===== src/rtl/bti_arb_mux.sv =====
// N-master to 1-slave BTI arbiter/multiplexer with a combinational request path
// and an ordering FIFO that routes in-order slave responses back by master index.
module bti_arb_mux #(
    parameter int N_MST    = 2,
    parameter int AW       = 32,
    parameter int DW       = 32,
    parameter int MAX_OUTS = 4,
    parameter int ARB_MODE = 0
) (
    input  logic                          clk,
    input  logic                          rst_n,
    input  logic [N_MST-1:0]              mst_req_vld,
    output logic [N_MST-1:0]              mst_req_rdy,
    input  logic [N_MST*AW-1:0]           mst_req_addr,
    input  logic [N_MST-1:0]              mst_req_wr,
    input  logic [N_MST*DW-1:0]           mst_req_wdata,
    input  logic [N_MST*DW/8-1:0]         mst_req_wstrb,
    output logic [N_MST-1:0]              mst_rsp_vld,
    input  logic [N_MST-1:0]              mst_rsp_rdy,
    output logic [DW-1:0]                 mst_rsp_rdata,
    output logic                          slv_req_vld,
    input  logic                          slv_req_rdy,
    output logic [AW-1:0]                 slv_req_addr,
    output logic                          slv_req_wr,
    output logic [DW-1:0]                 slv_req_wdata,
    output logic [DW/8-1:0]               slv_req_wstrb,
    input  logic                          slv_rsp_vld,
    output logic                          slv_rsp_rdy,
    input  logic [DW-1:0]                 slv_rsp_rdata,
    output logic [$clog2(MAX_OUTS+1)-1:0] outs_cnt,
    output logic                          stray_rsp
);

    localparam int IW = (N_MST > 1) ? $clog2(N_MST) : 1;
    localparam int PW = $clog2(MAX_OUTS);
    localparam int CW = $clog2(MAX_OUTS + 1);
    localparam int SW = DW / 8;

    logic [IW-1:0] r_ptr;
    logic          r_lock;
    logic [IW-1:0] r_lock_idx;
    logic [IW-1:0] r_fifo [MAX_OUTS];
    logic [PW-1:0] r_wr_ptr;
    logic [PW-1:0] r_rd_ptr;
    logic [CW-1:0] r_cnt;
    logic          r_stray;

    logic [IW-1:0] w_gnt_idx;
    logic [IW-1:0] w_head;
    logic          w_any;
    logic          w_full;
    logic          w_empty;
    logic          w_push;
    logic          w_pop;

    assign w_any   = |mst_req_vld;
    assign w_full  = (r_cnt == CW'(MAX_OUTS));
    assign w_empty = (r_cnt == '0);
    assign w_push  = slv_req_vld && slv_req_rdy;
    assign w_head  = r_fifo[r_rd_ptr];
    assign w_pop   = slv_rsp_vld && slv_rsp_rdy && !w_empty;

    assign slv_req_vld   = w_any && !w_full;
    assign mst_rsp_rdata = slv_rsp_rdata;
    assign outs_cnt      = r_cnt;
    assign stray_rsp     = r_stray;

    // Loops run from the top index down so the lowest search position wins;
    // a registered lock overrides the search until the stalled transfer completes.
    always_comb begin
        int j;
        j         = 0;
        w_gnt_idx = '0;
        if (r_lock) begin
            w_gnt_idx = r_lock_idx;
        end else if (ARB_MODE == 1) begin
            for (int i = N_MST - 1; i >= 0; i--) begin
                if (mst_req_vld[i]) w_gnt_idx = IW'(i);
            end
        end else begin
            for (int k = N_MST - 1; k >= 0; k--) begin
                j = int'(r_ptr) + k;
                if (j >= N_MST) j = j - N_MST;
                if (mst_req_vld[j]) w_gnt_idx = IW'(j);
            end
        end
    end

    always_comb begin
        mst_req_rdy   = '0;
        slv_req_addr  = mst_req_addr[AW-1:0];
        slv_req_wr    = mst_req_wr[0];
        slv_req_wdata = mst_req_wdata[DW-1:0];
        slv_req_wstrb = mst_req_wstrb[SW-1:0];
        for (int i = 0; i < N_MST; i++) begin
            if (w_gnt_idx == IW'(i)) begin
                mst_req_rdy[i] = w_push;
                slv_req_addr   = mst_req_addr[i*AW +: AW];
                slv_req_wr     = mst_req_wr[i];
                slv_req_wdata  = mst_req_wdata[i*DW +: DW];
                slv_req_wstrb  = mst_req_wstrb[i*SW +: SW];
            end
        end
    end

    // With nothing outstanding the response is swallowed so a stray beat cannot wedge the slave.
    always_comb begin
        mst_rsp_vld = '0;
        slv_rsp_rdy = 1'b1;
        if (!w_empty) begin
            for (int i = 0; i < N_MST; i++) begin
                if (w_head == IW'(i)) begin
                    mst_rsp_vld[i] = slv_rsp_vld;
                    slv_rsp_rdy    = mst_rsp_rdy[i];
                end
            end
        end
    end

    always_ff @(posedge clk) begin
        if (w_push) r_fifo[r_wr_ptr] <= w_gnt_idx;
    end

    always_ff @(posedge clk or negedge rst_n) begin
        if (!rst_n) begin
            r_wr_ptr <= '0;
            r_rd_ptr <= '0;
            r_cnt    <= '0;
        end else begin
            if (w_push) r_wr_ptr <= r_wr_ptr + PW'(1);
            if (w_pop)  r_rd_ptr <= r_rd_ptr + PW'(1);
            if (w_push && !w_pop)      r_cnt <= r_cnt + CW'(1);
            else if (w_pop && !w_push) r_cnt <= r_cnt - CW'(1);
        end
    end

    always_ff @(posedge clk or negedge rst_n) begin
        if (!rst_n) begin
            r_ptr      <= '0;
            r_lock     <= 1'b0;
            r_lock_idx <= '0;
            r_stray    <= 1'b0;
        end else begin
            if (slv_req_vld && !slv_req_rdy) begin
                r_lock     <= 1'b1;
                r_lock_idx <= w_gnt_idx;
            end else if (w_push) begin
                r_lock <= 1'b0;
            end
            if (w_push && (ARB_MODE == 0)) begin
                r_ptr <= (w_gnt_idx == IW'(N_MST - 1)) ? '0 : w_gnt_idx + IW'(1);
            end
            if (w_empty && slv_rsp_vld) r_stray <= 1'b1;
        end
    end

endmodule

===== config.mk =====
export PLATFORM = sky130hd
export DESIGN_NAME = bti_arb_mux
export DESIGN_NICKNAME = d
export VERILOG_FILES = /design/src/rtl/bti_arb_mux.sv
export SDC_FILE = /design/constraint.sdc
export NUM_CORES = 1
export LEC_CHECK = 0
export BUFFER_PORTS_ARGS = -buffer_cell sky130_fd_sc_hd__buf_2
export CAP_MARGIN = 10
export CORE_AREA = 5 5 110 112
export CTS_BUF_LIST = sky130_fd_sc_hd__clkbuf_16
export DETAILED_ROUTE_END_ITERATION = 7
export DIE_AREA = 0 0 115 117
export PLACE_DENSITY = 0.64
export SLEW_MARGIN = 20
export SYNTH_ARGS = -nofsm -noshare
export SYNTH_HDL_FRONTEND = slang
export SYNTH_SLANG_ARGS = --single-unit
export TNS_END_PERCENT = 1

===== constraint.sdc =====
create_clock -name clk -period 4.7 [get_ports clk]
set_input_delay 0.47 -clock clk [delete_from_list [all_inputs] [get_ports clk]]
set_output_delay 0.47 -clock clk [all_outputs]
set_load 0.1 [all_outputs]

==> results of run 1 <==
==> cell type report <==
cell class              count  area (um2)  share of cell area
clock buffers               3        75.1              0.0253
repair buffers            225        1130               0.380
inverters                   7        26.3             0.00884
well taps                 143         179              0.0602
flip-flops and latches     15         395               0.133
clock inverters             1        5.00             0.00168
multi-input cells         118        1160               0.391
==> power groups by stage <==
stage               registers, mW  logic, mW  clock network (mW)
floorplan                   0.338       2.09                   0
global placement            0.237       2.33                   0
detailed placement          0.239       2.34                   0
CTS                         0.239       2.35               0.166
global route                0.248       2.42               0.175
finish                      0.238       2.33               0.163
==> logic make-up after synthesis <==
kind of cell | synth area share
compound gates | 0.0283
xor+xnor | 0.0230
flops | 0.208
mux | 0.452
buf+inv | 0.180
fa+ha+maj | 0.0435
simple gates | 0.0645
==> path summary, 6_finish.rpt <==
path | startpoint | endpoint | slack (ns) | cells past startpoint
setup / recovery | r_lock | slv_req_addr[10] | 1.81 | 4
hold / removal | rst_n | outs_cnt[2] | 0.09 | 1
setup reg to reg | r_rd_ptr[1] | outs_cnt[1] | 2.31 | 8
hold reg to reg | stray_rsp | stray_rsp | 0.48 | 1
max in group asynchronous | rst_n | r_ptr | 4.40 | 1
min in group clk | stray_rsp | stray_rsp | 0.48 | 1
==> registers in the layout, indices dropped and copies added (netlist names) <==
| signal | cells |
|---|---|
| outs_cnt | 3 |
| r_fifo | 4 |
| r_lock | 1 |
| r_lock_idx | 1 |
| r_ptr | 1 |
| r_rd_ptr | 2 |
| r_wr_ptr | 2 |
| stray_rsp | 1 |
==> synthesized netlist by cell type, drive strengths merged <==
cell type,n
a21o,1
inv,7
nand2,6
buf,40
fa,1
xnor2,2
nor2b,2
and2,5
and3,1
mux2i,6
or2,1
dfrtp,11
nor3b,2
o21ai,2
ha,5
xor2,3
o21bai,1
edfxtp,4
mux2,71
o31ai,2
or3,1
nor2,6
==> routing by layer <==
| metal | GRT usage | vias up | wire length, um |
|---|---|---|---|
| met3 | 0.0216 | 8 | 1060 |
| li1 | - | 971 | - |
| met2 | 0.137 | 158 | 3140 |
| met4 | 0.0258 | 0 | 93 |
| met1 | 0.0952 | 876 | 2310 |
| met5 | 0 | - | 0 |
==> worst max-delay path, stage by stage, from the launching register on <==
cell                      delay, ns
sky130_fd_sc_hd__dfrtp_1       0.42
sky130_fd_sc_hd__o31ai_4       0.22
sky130_fd_sc_hd__buf_4         0.70
sky130_fd_sc_hd__mux2_2        0.32
sky130_fd_sc_hd__buf_2         0.43
==> per-stage QoR <==
| step | area (um2) | cells | total power [mW] | hold slack (ns) |
|---|---|---|---|---|
| global placement | 2890 | 508 | 2.56 | 0.357 |
| detailed placement | 2890 | 508 | 2.58 | 0.362 |
| finish | 2970 | 512 | 2.73 | 0.0884 |
| CTS | 2970 | 512 | 2.75 | 0.103 |
| floorplan | 1900 | 180 | 2.43 | 0.174 |
| global route | 2970 | 512 | 2.84 | 0.113 |
==> results.toml, run 1 <==
[status]
outcome = "completed"

[pwr]
cellInternalPower_mw = 0.781
cellLeakagePower_nw = 1.57
peak_supply_drop_mv = 0.459
netSwitchingFraction = 0.714
combinationalPowerShare = 0.853
pwr-share-seq = 0.087
net_switching_power_figure_mw = 1.95
power.clock.fraction = 0.060
cellPowerDensity_mw_per_mm2 = 919

[worst_setup_path]
worst-setup-path-type = "flop to output pin"
critical_path.max_fanout = 76
start_kind = "flop"
critPathRequiredTime_ns = 4.23
timing.critical_path.to_type = "output pin"
timing.critical_path.arrival_ns = 2.42

[floorplanning]
std_cell_rows = 39
floorplan.die.width_um = 115
die_area_mm2 = 0.0135
io-pin-count = 289
die_h_um = 117
core_region_area_mm2 = 0.0111
effective_utilization_at_floorplan = 0.171

[global_route]
grt_max_degree = 77
antenna_found_initial = 0
grt_pass1_vias = 1837
gr-usage-all-layers = 0.0792
first_pass_grt_wire_length_um = 8600
overflow = 0

[timing]
totalNegativeSetupSlack_ns = 0
grt_setup_unrepaired = "false"
slew_viol_final = 0
setup_slack_ns = 1.81
setup_viol_count_final = 0
hold_violations = 0
max_freq_mhz = 346
period_minus_slack_ns = 2.89
tightestPinTransition_ns = 0.902
post-route-period-util = 0.614
worst_clock_skew_ns = 0.00227
relSlewSlack = 0.399

[clocking]
clock_latency_of_the_later_clocked_register_in_the_worst_skew_pair_ns = 0.24
cts_buffers = 3
post_cts_resized = 0
clock_sink_count = 15
post_cts_hold_buffer_count = 0
cts.reportedPaths.clkPinSlew_ns = 0.05
cts-htree-levels = 1
cts_tree = "yes"
post_cts_buffers = 0
clk_root_buffer_cell = "sky130_fd_sc_hd__clkbuf_16"
clock_path_buffers = 2

[detailed_routing]
ant_nets = 0
viasPerCell = 3.93
dr.pass1.iters = 4
route.vias.total = 2013
post_drt_wl_per_cell_um = 12.9
remaining_drc_errors = 0
drt_iter0_markers = 61
postRouteWirelength_um = 6610

[synthesis]
synthCells = 180
ys_warn_count = 0
mappedNetlistNets = 364
synth_sequential_area_ratio = 0.208
yosys.cell_types.count = 26
syn-mean-instance-area_um2 = 10.6
netlist.area_leader.share = 0.385
syn-cell-area_mm2 = 0.00190
ys_ff_latch = 15
synth.top_cells.by_area = "sky130_fd_sc_hd__mux2_2 39%, sky130_fd_sc_hd__dfrtp_1 14%, sky130_fd_sc_hd__buf_4 13%"
library_cell_occupying_the_most_area_in_the_post_synthesis_netlist = "sky130_fd_sc_hd__mux2_2"

[min_path]
holdCritPathClass = "input pin to async pin"

[cells_and_area]
final_core_util = 0.267
syn2layout_area_growth_pct = 56.4
nNetsFinal = 554
final_cell_mix = "224 x sky130_fd_sc_hd__buf_2, 65 x sky130_fd_sc_hd__mux2_2, 11 x sky130_fd_sc_hd__dfrtp_1, 7 x sky130_fd_sc_hd__inv_1"
layout-drive-gt1-share = 0.802
fillerInstances = 1154
antennaDiodeCount = 0
layout.cells.most_common = "sky130_fd_sc_hd__buf_2"

[placed_design]
place.port_buffers = 224
gp_congestion = 0.649
pre_cts_slack_ns = 1.83
dp.final_hpwl_um = 5840

[run]
maxCapViolations = 0
Power figures use the tool's default switching activity.
==> run 2, diff against run 1 <==
--- a/config.mk
+++ b/config.mk
@@ -11,7 +11,7 @@
 export CTS_BUF_LIST = sky130_fd_sc_hd__clkbuf_16
 export DETAILED_ROUTE_END_ITERATION = 7
 export DIE_AREA = 0 0 115 117
-export PLACE_DENSITY = 0.64
+export PLACE_DENSITY = 0.66
 export SLEW_MARGIN = 20
 export SYNTH_ARGS = -nofsm -noshare
 export SYNTH_HDL_FRONTEND = slang
==> constraint.sdc (replaced) <==
create_clock -name clk -period 2.45 [get_ports clk]
set_input_delay 0.245 -clock clk [delete_from_list [all_inputs] [get_ports clk]]
set_output_delay 0.245 -clock clk [all_outputs]
set_load 0.1 [all_outputs]
==> run 2 against run 1 <==
  * Critical path depth is 4 higher
  * Flip-flop and latch count stayed put
  * Clock-buffer cell count stayed put
  * Core utilization is 1.6 points higher
  * Design area is 5.9% higher
  * Combinational power is 100% higher
  * Routed wire length is 15% higher
  * Die area stayed put
  * Clock power is 96% higher
  * Global-route usage is 1.7 points higher
==> results.toml, run 2 (synthesized netlist as in run 1, its figures left out) <==
[status]
outcome = "completed"

[worst_setup_path]
timing.critical_path.arrival_ns = 2.46
worst_path_largest_cell_delay_ns = 0.42
worst_reg_to_reg_path_cell_count = 8
timing.critical_path.to_type = "flop"
cpMaxStageDelayCell = "sky130_fd_sc_hd__fa_2"
worst-setup-path-type = "flop to flop"
critPathBufInv = 1
worstPathCellList = "mux2i_2, mux2i_2, mux2i_1, or2_2, ha_4, inv_1, fa_2, mux2_2"
timing.critical_path.max_delay_family = "multiplexers"
number_of_cells_on_the_critical_path = 8
start_kind = "flop"
cp_common_cell = "sky130_fd_sc_hd__mux2i_2"
critical_path.max_fanout = 3
critPathRequiredTime_ns = 2.58

[cells_and_area]
layout.cells.most_common = "sky130_fd_sc_hd__buf_2"
antennaDiodeCount = 0
seq_area_um2 = 408
nNetsFinal = 555
area_of_the_multi_input_gates_mm2 = 0.00121
final_cell_mix = "217 x sky130_fd_sc_hd__buf_2, 65 x sky130_fd_sc_hd__mux2_2, 8 x sky130_fd_sc_hd__inv_1, 7 x sky130_fd_sc_hd__buf_12, 7 x sky130_fd_sc_hd__dfrtp_1"
final_non_filler_cells = 513
fillerInstances = 1178
registers.top_by_ff_count = "r_fifo"
layout-drive-gt1-share = 0.832
syn2layout_area_growth_pct = 65.6
largest_reg_flops = 4

[global_route]
gr-usage-all-layers = 0.0965
grt_pass1_vias = 2023
antenna_found_initial = 0
first_pass_grt_wire_length_um = 10300
overflow = 0
grt_max_degree = 77

[detailed_routing]
dr.pass1.iters = 4
postRouteWirelength_um = 7600
ant_nets = 0
post_drt_wl_per_cell_um = 14.8
viasPerCell = 3.92
route.vias.total = 2010
remaining_drc_errors = 0
drt_iter0_markers = 33

[clocking]
cts.reportedPaths.clkPinSlew_ns = 0.05
clock_latency_of_the_later_clocked_register_in_the_worst_skew_pair_ns = 0.25
post_cts_buffers = 0
cts_buffers = 3
cts_tree = "yes"
clock_sink_count = 15
clock_path_buffers = 2
clk_root_buffer_cell = "sky130_fd_sc_hd__clkbuf_16"
cts-htree-levels = 1

[pwr]
cellLeakagePower_nw = 1.61
p_total_mw = 5.51
cellPowerDensity_mw_per_mm2 = 1750
peak_supply_drop_mv = 0.922

[timing]
grt_setup_unrepaired = "false"
post-route-period-util = 0.950
period_minus_slack_ns = 2.33
relSlewSlack = 0.658
max_freq_mhz = 430
hold_violations = 0
tightestPinTransition_ns = 0.517
setup_viol_count_final = 0
slew_viol_final = 0
worst_clock_skew_ns = 0.00107

[floorplanning]
io-pin-count = 289
core_region_area_mm2 = 0.0111
die_h_um = 117
effective_utilization_at_floorplan = 0.171
die_area_mm2 = 0.0135
floorplan.die.width_um = 115
std_cell_rows = 39

[min_path]
holdCritPathClass = "input pin to flop"
hold_depth = 3

[placed_design]
gp_congestion = 0.780
dp.cells = 508
place.port_buffers = 224
dp.final_hpwl_um = 6710

[run]
maxCapViolations = 0
[run 2: cell types whose count changed in the layout (fill, tap and decap cells not counted), moves of 3 or more]
cell,previous run,this run
sky130_fd_sc_hd__dfrtp_1,11,7
sky130_fd_sc_hd__mux2i_2,0,3
sky130_fd_sc_hd__buf_12,0,7
sky130_fd_sc_hd__mux2i_1,6,3
sky130_fd_sc_hd__buf_2,224,217
sky130_fd_sc_hd__dfrtp_4,0,3
[run 2: final cells by class]
type,count,share of cell area
multi-input cells,118,0.385
well taps,143,0.0569
inverters,7,0.00835
clock inverters,1,0.00119
clock buffers,3,0.0239
repair buffers,226,0.395
flip-flops and latches,15,0.130
[run 2: repair_timing]
action,CTS,global route
endpoints found under the setup margin,0,3
hold buffers,1,0
endpoints found under the hold margin,11,0
resized for setup,0,5
[run 2: final timing paths]
check | slack (ns) | from | end
max | 0.12 | r_rd_ptr[1] | outs_cnt[1]
min | 0.25 | slv_rsp_vld | stray_rsp
max reg2reg | 0.12 | r_rd_ptr[1] | outs_cnt[1]
min reg2reg | 0.46 | stray_rsp | stray_rsp
max in group asynchronous | 1.81 | rst_n | outs_cnt[1]
min in group asynchronous | 0.40 | rst_n | r_rd_ptr[0]
[run 2: metrics by stage]
step                      setup WS, ns   util  cell area (um2)  hold slack [ns]  TNS [ns]
after floorplan                 -0.234      -             1960          -0.0506    -0.840
after global placement           0.144  0.274             3040            0.132         0
after detailed placement        0.0417  0.274             3040            0.140         0
after CTS                       0.0289  0.281             3130            0.247         0
after global routing           0.00608  0.283             3150            0.261         0
final                            0.123  0.283             3150            0.254         0
[run 2: routing by layer]
| metal | wire length, um | track usage | share of wire | vias up |
|---|---|---|---|---|
| met3 | 652 | 0.0216 | 0.086 | 13 |
| met5 | 0 | 0 | 0 | - |
| met1 | 2920 | 0.121 | 0.38 | 890 |
| met4 | 145 | 0.0344 | 0.019 | 0 |
| met2 | 3890 | 0.163 | 0.51 | 137 |
| li1 | - | - | - | 970 |
[run 2: worst register-to-register path, cell delays in order (launching register included)]
cell                      delay, ns
sky130_fd_sc_hd__dfrtp_2       0.41
sky130_fd_sc_hd__mux2i_2       0.31
sky130_fd_sc_hd__mux2i_2       0.14
sky130_fd_sc_hd__mux2i_1       0.14
sky130_fd_sc_hd__or2_2         0.31
sky130_fd_sc_hd__ha_4          0.17
sky130_fd_sc_hd__inv_1         0.06
sky130_fd_sc_hd__fa_2          0.42
sky130_fd_sc_hd__mux2_2        0.26
[run 2: power breakdown]
| part | leakage (nW) | internal (mW) | switching (mW) |
|---|---|---|---|
| combinational | 1.41 | 1.06 | 3.63 |
| sequential | 0.161 | 0.387 | 0.111 |
| clock | 0.0423 | 0.217 | 0.104 |
| total | 1.61 | 1.66 | 3.84 |
